`src/rtl/nibble_serial_add_ctrl.sv`:
```
// Nibble-serial adder: adds two NIBBLES*4-bit operands one nibble per cycle through a single
// 4-bit ripple-carry adder. Define NIBBLE_ADD_SUB_EN to add a 'sub' port for A-B operation.

module nibble_rca4 (
  input  logic [3:0] a_i,
  input  logic [3:0] b_i,
  input  logic       ci_i,
  output logic [3:0] s_o,
  output logic       co_o
);
  logic [4:0] c;

  assign c[0] = ci_i;
  for (genvar i = 0; i < 4; i++) begin : g_fa
    assign s_o[i]   = a_i[i] ^ b_i[i] ^ c[i];
    assign c[i + 1] = (a_i[i] & b_i[i]) | (c[i] & (a_i[i] ^ b_i[i]));
  end
  assign co_o = c[4];
endmodule

module nibble_serial_add_ctrl #(
  parameter int NIBBLES = 4
) (
  input  logic                   clk,
  input  logic                   reset_n,
  input  logic                   in_valid,
  output logic                   in_ready,
  input  logic [4*NIBBLES-1:0]   a,
  input  logic [4*NIBBLES-1:0]   b,
  input  logic                   cin,
`ifdef NIBBLE_ADD_SUB_EN
  input  logic                   sub,
`endif
  output logic                   out_valid,
  input  logic                   out_ready,
  output logic [4*NIBBLES-1:0]   sum,
  output logic                   cout,
  output logic                   busy
);
  localparam int W     = 4 * NIBBLES;
  localparam int IDX_W = $clog2(NIBBLES);
  localparam logic [IDX_W-1:0] LAST_IDX = IDX_W'(NIBBLES - 1);

  typedef enum logic [1:0] {
    IDLE = 2'd0,
    RUN  = 2'd1,
    DONE = 2'd2
  } state_e;

  state_e           state_q;
  logic [IDX_W-1:0] idx_q;
  logic             carry_q;
  logic [W-1:0]     a_q;
  logic [W-1:0]     b_q;
  logic [W-1:0]     res_q;
  logic             cout_q;
  logic             in_ready_q;
  logic             out_valid_q;
  logic             busy_q;

  logic [3:0]       add_sum;
  logic             add_co;
  logic [W-1:0]     b_load;
  logic             carry_load;

  // Only the low nibbles and the carry register feed the adder; no carry path crosses nibbles.
  nibble_rca4 u_rca (
    .a_i  (a_q[3:0]),
    .b_i  (b_q[3:0]),
    .ci_i (carry_q),
    .s_o  (add_sum),
    .co_o (add_co)
  );

`ifdef NIBBLE_ADD_SUB_EN
  // Subtraction as A + ~B + 1; cout=1 then means no borrow.
  assign b_load     = sub ? ~b : b;
  assign carry_load = sub | cin;
`else
  assign b_load     = b;
  assign carry_load = cin;
`endif

  // NOTE: sequential state uses non-blocking assignments so every register samples pre-edge values.
  always_ff @(posedge clk or negedge reset_n) begin
    // NOTE: data registers are reset too, so an abort leaves no stale partial result visible.
    if (!reset_n) begin
      state_q     <= IDLE;
      idx_q       <= '0;
      carry_q     <= 1'b0;
      a_q         <= '0;
      b_q         <= '0;
      res_q       <= '0;
      cout_q      <= 1'b0;
      in_ready_q  <= 1'b1;
      out_valid_q <= 1'b0;
      busy_q      <= 1'b0;
    end else begin
      case (state_q)
        IDLE: begin
          if (in_valid && in_ready_q) begin
            a_q        <= a;
            b_q        <= b_load;
            carry_q    <= carry_load;
            idx_q      <= '0;
            state_q    <= RUN;
            in_ready_q <= 1'b0;
            busy_q     <= 1'b1;
          end
        end
        RUN: begin
          res_q   <= {add_sum, res_q[W-1:4]};
          carry_q <= add_co;
          a_q     <= {4'b0, a_q[W-1:4]};
          b_q     <= {4'b0, b_q[W-1:4]};
          if (idx_q == LAST_IDX) begin
            idx_q       <= '0;
            cout_q      <= add_co;
            state_q     <= DONE;
            out_valid_q <= 1'b1;
          end else begin
            idx_q <= idx_q + 1'b1;
          end
        end
        DONE: begin
          if (out_ready) begin
            state_q     <= IDLE;
            out_valid_q <= 1'b0;
            busy_q      <= 1'b0;
            in_ready_q  <= 1'b1;
          end
        end
        default: state_q <= IDLE;
      endcase
    end
  end

  assign in_ready  = in_ready_q;
  assign out_valid = out_valid_q;
  assign sum       = res_q;
  assign cout      = cout_q;
  assign busy      = busy_q;
endmodule

```
`config.mk`:
```
export PLATFORM = sky130hd
export DESIGN_NAME = nibble_serial_add_ctrl
export DESIGN_NICKNAME = d
export VERILOG_FILES = /design/src/rtl/nibble_serial_add_ctrl.sv
export SDC_FILE = /design/constraint.sdc
export NUM_CORES = 1
export LEC_CHECK = 0
export BUFFER_PORTS_ARGS = -buffer_cell sky130_fd_sc_hd__buf_2
export CORE_MARGIN = 2
export CORE_UTILIZATION = 40
export DETAILED_ROUTE_END_ITERATION = 6
export GPL_ROUTABILITY_DRIVEN = 0
export HOLD_SLACK_MARGIN = 0.15
export PLACE_DENSITY = 0.6
export SLEW_MARGIN = 20
export SYNTH_ARGS = -nofsm -noshare
export SYNTH_HDL_FRONTEND = slang
export SYNTH_SLANG_ARGS = --single-unit
```
`constraint.sdc`:
```
create_clock -name clk -period 1.9 [get_ports clk]
set_input_delay 0.19 -clock clk [delete_from_list [all_inputs] [get_ports clk]]
set_output_delay 0.19 -clock clk [all_outputs]
set_load 0.1 [all_outputs]
```
# Yosys cells after proc, flatten, opt, wreduce, memory -nomap -nowiden
# Cells that the tools add are included.
# word_totals
regBits	57
word_cells	68
in_bits	37
out_inout_bits	20
# classes
bitwise_logic	20
addsub	1
muxes	21
reduce_logical	10
eq_ne	6
# ops
cell	n
16-bit one-hot mux with 2 select lines	2
16-bit two-way mux	2
2-bit two-way mux	5
3-bit AND reduction	3
1-bit bitwise AND	8
1-bit one-hot mux with 2 select lines	4
1-bit bitwise XOR	8
1-bit two-way mux	6
2-bit inequality test, second input constant	3
2-bit one-hot mux with 3 select lines	1
2-bit nonzero test	3
2-bit equality test, second input constant	2
1-bit bitwise OR	4
2-bit one-hot mux with 2 select lines	1
2-bit AND reduction	2
2-bit by 1-bit adder with 2-bit output, second input constant	1
2-bit by 1-bit equality test with 1-bit output, second input constant	1
2-bit zero test	1
1-bit logical AND	1

# Logic depth before layout (Yosys ltp)
# depth
word_depth	10
mapped_depth	9
depth_no_buf	9

# Cells and area by module
# From an unflattened synthesis, not the netlist that was laid out.
# unflattened
cells_unflattened	262
hier_area_um2	2580.0
# modules_own_cells
mod	seq_area_each_um2	area_each_um2	cells_per_inst	n_inst
nibble_serial_add_ctrl	1427.6	2462.4	248	1
nibble_rca4	0.0	117.6	14	1

# Worst setup path before layout
# Ideal clock, no wire load.
# synth_path
kind	flip-flop to flip-flop
start	register carry_q
end	register res_q[15], in the netlist sum[15]
setup_time_ns	0.083
synth_period_minus_slack_ns	2.058
stages_incl_launch_ff	9
path_buffers	0
setup_slack_ns	-0.158
arrival_ns	1.976
path_cell_list	dfrtp_1 fa_1 inv_1 fa_1 inv_1 fa_1 inv_1 fa_1 o21ai_0
# synth_between
elab_chain_len	7
# synth_rtl
element	line	rtl
start, declared	52	logic carry_q;
start signal, assigned	104	carry_q <= carry_load;
start signal, assigned	113	carry_q <= add_co;
1-bit bitwise AND	16	assign c[i + 1] = (a_i[i] & b_i[i]) | (c[i] & (a_i[i] ^ b_i[i]));
1-bit bitwise OR	16	
1-bit bitwise AND	16	
1-bit bitwise OR	16	
1-bit bitwise AND	16	
1-bit bitwise OR	16	
1-bit bitwise XOR	15	assign s_o[i] = a_i[i] ^ b_i[i] ^ c[i];
end signal, assigned	112	res_q <= {add_sum, res_q[W-1:4]};
end, declared	55	logic [W-1:0] res_q;
# Every way passes these cells.
# A chain may end at the register's enable or synchronous reset.

# Worst setup path after layout
# layout_path
start	register b_q[0]
end	register carry_q
# layout_between
elab_chain_len	10
elab_cells_between_ends	11
cone_classes	mux: 1; bitwise: 10
# layout_rtl
element	line	rtl
start, declared	54	logic [W-1:0] b_q;
start signal, assigned	103	b_q <= b_load;
start signal, assigned	115	b_q <= {4'b0, b_q[W-1:4]};
1-bit bitwise XOR	16	
1-bit bitwise AND	16	
1-bit bitwise OR *	16	
1-bit bitwise AND *	16	
1-bit bitwise OR *	16	
1-bit bitwise AND *	16	
1-bit bitwise OR *	16	
1-bit bitwise AND *	16	
1-bit bitwise OR *	16	
1-bit one-hot mux with 2 select lines *	99	case (state_q)
# Mark *: on every way between the ends. The rest lies on a longest branch, timed or not.

==> impl_metrics.yaml <==
outcome:
  outcome: "finished, violations left"
  violations: "negative setup slack"
final_layout:
  drive_gt1_share_pct: 26.6
  area_growth_pct: 37.5
  filler_cell_count: 549
  final_area_mm2: 0.00346
  antenna_cells: 0
  final_cells: 428
  mostFrequentLayoutCell: "nand2_1"
  final_cell_mix: "93 x nand2_1, 56 x dfrtp_1, 56 x buf_2"
  fin_nets: 392
route:
  first_iter_violations: 78
  vias_per_cell: 4.65
  wl_um: 5550
  drc: 0
  dr.pass1.iters: 6
  vias: 1989
  wl_per_cell_um: 13.0
  ant_nets: 0
power_and_ir_drop:
  p_leak_nw: 1.63
  p_total_mw: 5.16
  ir_worst_vdd_uv: 1240
  power_per_cell_area_mw_per_mm2: 1490
sta:
  finalClockSkew_ps: 6.96
  fin_ws_ps: -159
  rsz0062_at_grt: "true"
  min_period_over_period_pct: 108
  final-setup-viol-count: 3
  final_hold_viol_count: 0
  maxSlewHeadroom_pct: 63.6
  drv_slew: 0
  fin_crit_ps: 2060
  fmax_mhz: 486
  worstMarginPinSlew_ps: 546
  hold_ws_ps: 161
die:
  coreArea_mm2: 0.00599
  start_util_pct: 42.1
  row_count: 28
  ioPinCount: 57
  die_area_mm2: 0.00695
  die_h_um: 83.4
  die_w_um: 83.4
job:
  max-cap-violations: 0
worst_hold_path:
  hold_path_class: "in -> reg"
  hold_depth: 3
logic_synthesis:
  synth_warnings: 0
  yosysSeqAreaShare_pct: 56.7
  async_flop_share_pct: 100
  syn_inst: 254
  avgSynthCellArea_um2: 9.92
  netlist_area_mm2: 0.00252
  ys_ff_latch: 57
  synth_edf_count: 0
  synth_flop_cell: "dfrtp_1"
  synth_nets: 296
  netlist-cell-type-count: 27
place:
  dpl_cell_area_mm2: 0.00295
  port_buffers: 56
  dp_hpwl_um: 3550
  dp.cells: 381
global_route:
  grt_pass1_wl_um: 9690
  grt_pass1_vias: 2024
  grt_usage_pct: 17.5
  grt_max_degree: 51
  grt-ovfl-total: 0
  antenna_found_initial: 0
worst_setup_path:
  crit_family: "adder cells"
  cp_num_buf_inv: 3
  path_class: "reg -> reg"
  reg2reg_depth: 9
  cp_slowest_stage_delay_ps: 400
  crit_path_end_kind: "register"
  cp.required_ps: 2110
  crit_chain: "fa_2 -> inv_2 -> fa_2 -> inv_2 -> fa_2 -> inv_2 -> fa_2 -> nor2_1 -> a221o_1"
  cp-start-kind: "register"
  cpMaxStageDelayCell: "dfrtp_1"
  arrival_ps: 2270
  crit_top_cell: "fa_2"
  worstPathMaxFanout: 2
  crit_cells: 9
clock_network:
  cts_made_buffers: 9
  root_buffer: "clkbuf_8"
  tritoncts: "yes"
  clk_pin_slew_ps: 60
  cts.path.max_buffers: 2
  ctsHtreeMaxLevel: 3
  clkLatencyLatePin_ps: 330
  numClockSinks: 57
[stage by stage]
step | setup slack (ps) | utilization (%) | setup TNS, ps
6_report | -159 | 57.8 | -445
2_1_floorplan | -92.3 | - | -180
5_1_grt | -234 | 57.8 | -685
3_3_place_gp | -134 | 49.2 | -315
3_5_place_dp | -154 | 49.2 | -380
4_1_cts | -161 | 57.7 | -458
[synth_stat cells (all sizes together) (2+ instances only)]
cell type | n | share of area [%]
inv | 9 | 1.3
o31ai | 2 | 0.60
nor2b | 2 | 0.50
clkbuf | 4 | 0.60
fa | 4 | 3.2
buf | 12 | 3.5
dfrtp | 56 | 56
o21ai | 34 | 6.8
nor2 | 3 | 0.45
o311ai | 4 | 1.4
mux2i | 20 | 7.9
nand2 | 93 | 14
[state kept, by name, indices dropped and copies added, names as in the netlist]
register and cells:
a_q 16, b_q 16, sum 16, idx_q 2
state_q 2, busy 1, carry_q 1, cout 1
in_ready 1, out_valid 1
[timing repair]
item                                   CTS  global route
setup endpoints to repair                3             3
resized for setup                        3             1
setup buffers                            1             0
pin swaps                                1             0
hold buffers                            32             0
endpoints found under the hold margin   51             0
[cells by family (layout without fill, tap and decap cells)]
kind of cell | count (synthesis) | in the layout | synth area share, %
flip-flops | 57 | 57 | 56.7
AO/OA/AOI/OAI | 46 | 46 | 10.5
adder cells (fa/ha/maj) | 5 | 5 | 3.67
AND/OR/NAND/NOR | 101 | 101 | 15.7
buffers and inverters | 25 | 124 | 5.46
multiplexers | 20 | 20 | 7.94
[metal layers]
| layer | wire length, µm | vias up | GRT usage [%] |
|---|---|---|---|
| met5 | 0 | - | 0 |
| met4 | 63 | 0 | 5.37 |
| met3 | 275 | 7 | 5.96 |
| met2 | 2600 | 45 | 27.6 |
| met1 | 2610 | 913 | 22.9 |
| li1 | - | 1024 | - |
[path summary, 6_finish.rpt]
| kind | from | to | slack [ps] |
|---|---|---|---|
| setup reg to reg | b_q[0] | carry_q | -160 |
| hold / removal | b[5] | b_q[5] | 160 |
| setup / recovery | b_q[0] | carry_q | -160 |
| hold reg to reg | sum[0] | sum[0] | 470 |
| max in group asynchronous | reset_n | b_q[0] | 940 |
| min in group asynchronous | reset_n | busy | 380 |
[power breakdown]
| group | total, mW | internal (mW) | leakage [nW] | switching [mW] |
|---|---|---|---|---|
| logic | 2.34 | 0.555 | 0.795 | 1.78 |
| clock network | 0.980 | 0.524 | 0.0871 | 0.456 |
| registers | 1.85 | 1.61 | 0.753 | 0.233 |
| total | 5.16 | 2.69 | 1.63 | 2.47 |
[cell type report]
cell class / instances / area, µm² / area share, %
Sequential cell: 57 / 1430 / 41.2
Multi-Input combinational cell: 172 / 1000 / 28.9
Timing Repair Buffer: 101 / 739 / 21.3
Clock buffer: 11 / 151 / 4.37
Tap cell: 75 / 93.8 / 2.71
Inverter: 9 / 33.8 / 0.975
Clock inverter: 3 / 17.5 / 0.506
[worst reg2reg max path: cells and delay by family, from the launching register on]
family / cells / cell delay, ps
adders and majority gates: 4 / 1090
DFF: 1 / 400
buffers and inverters: 3 / 160
AOI/OAI and AO/OA: 1 / 260
and+or+nand+nor: 1 / 40
(Power assumes the default switching activity.)
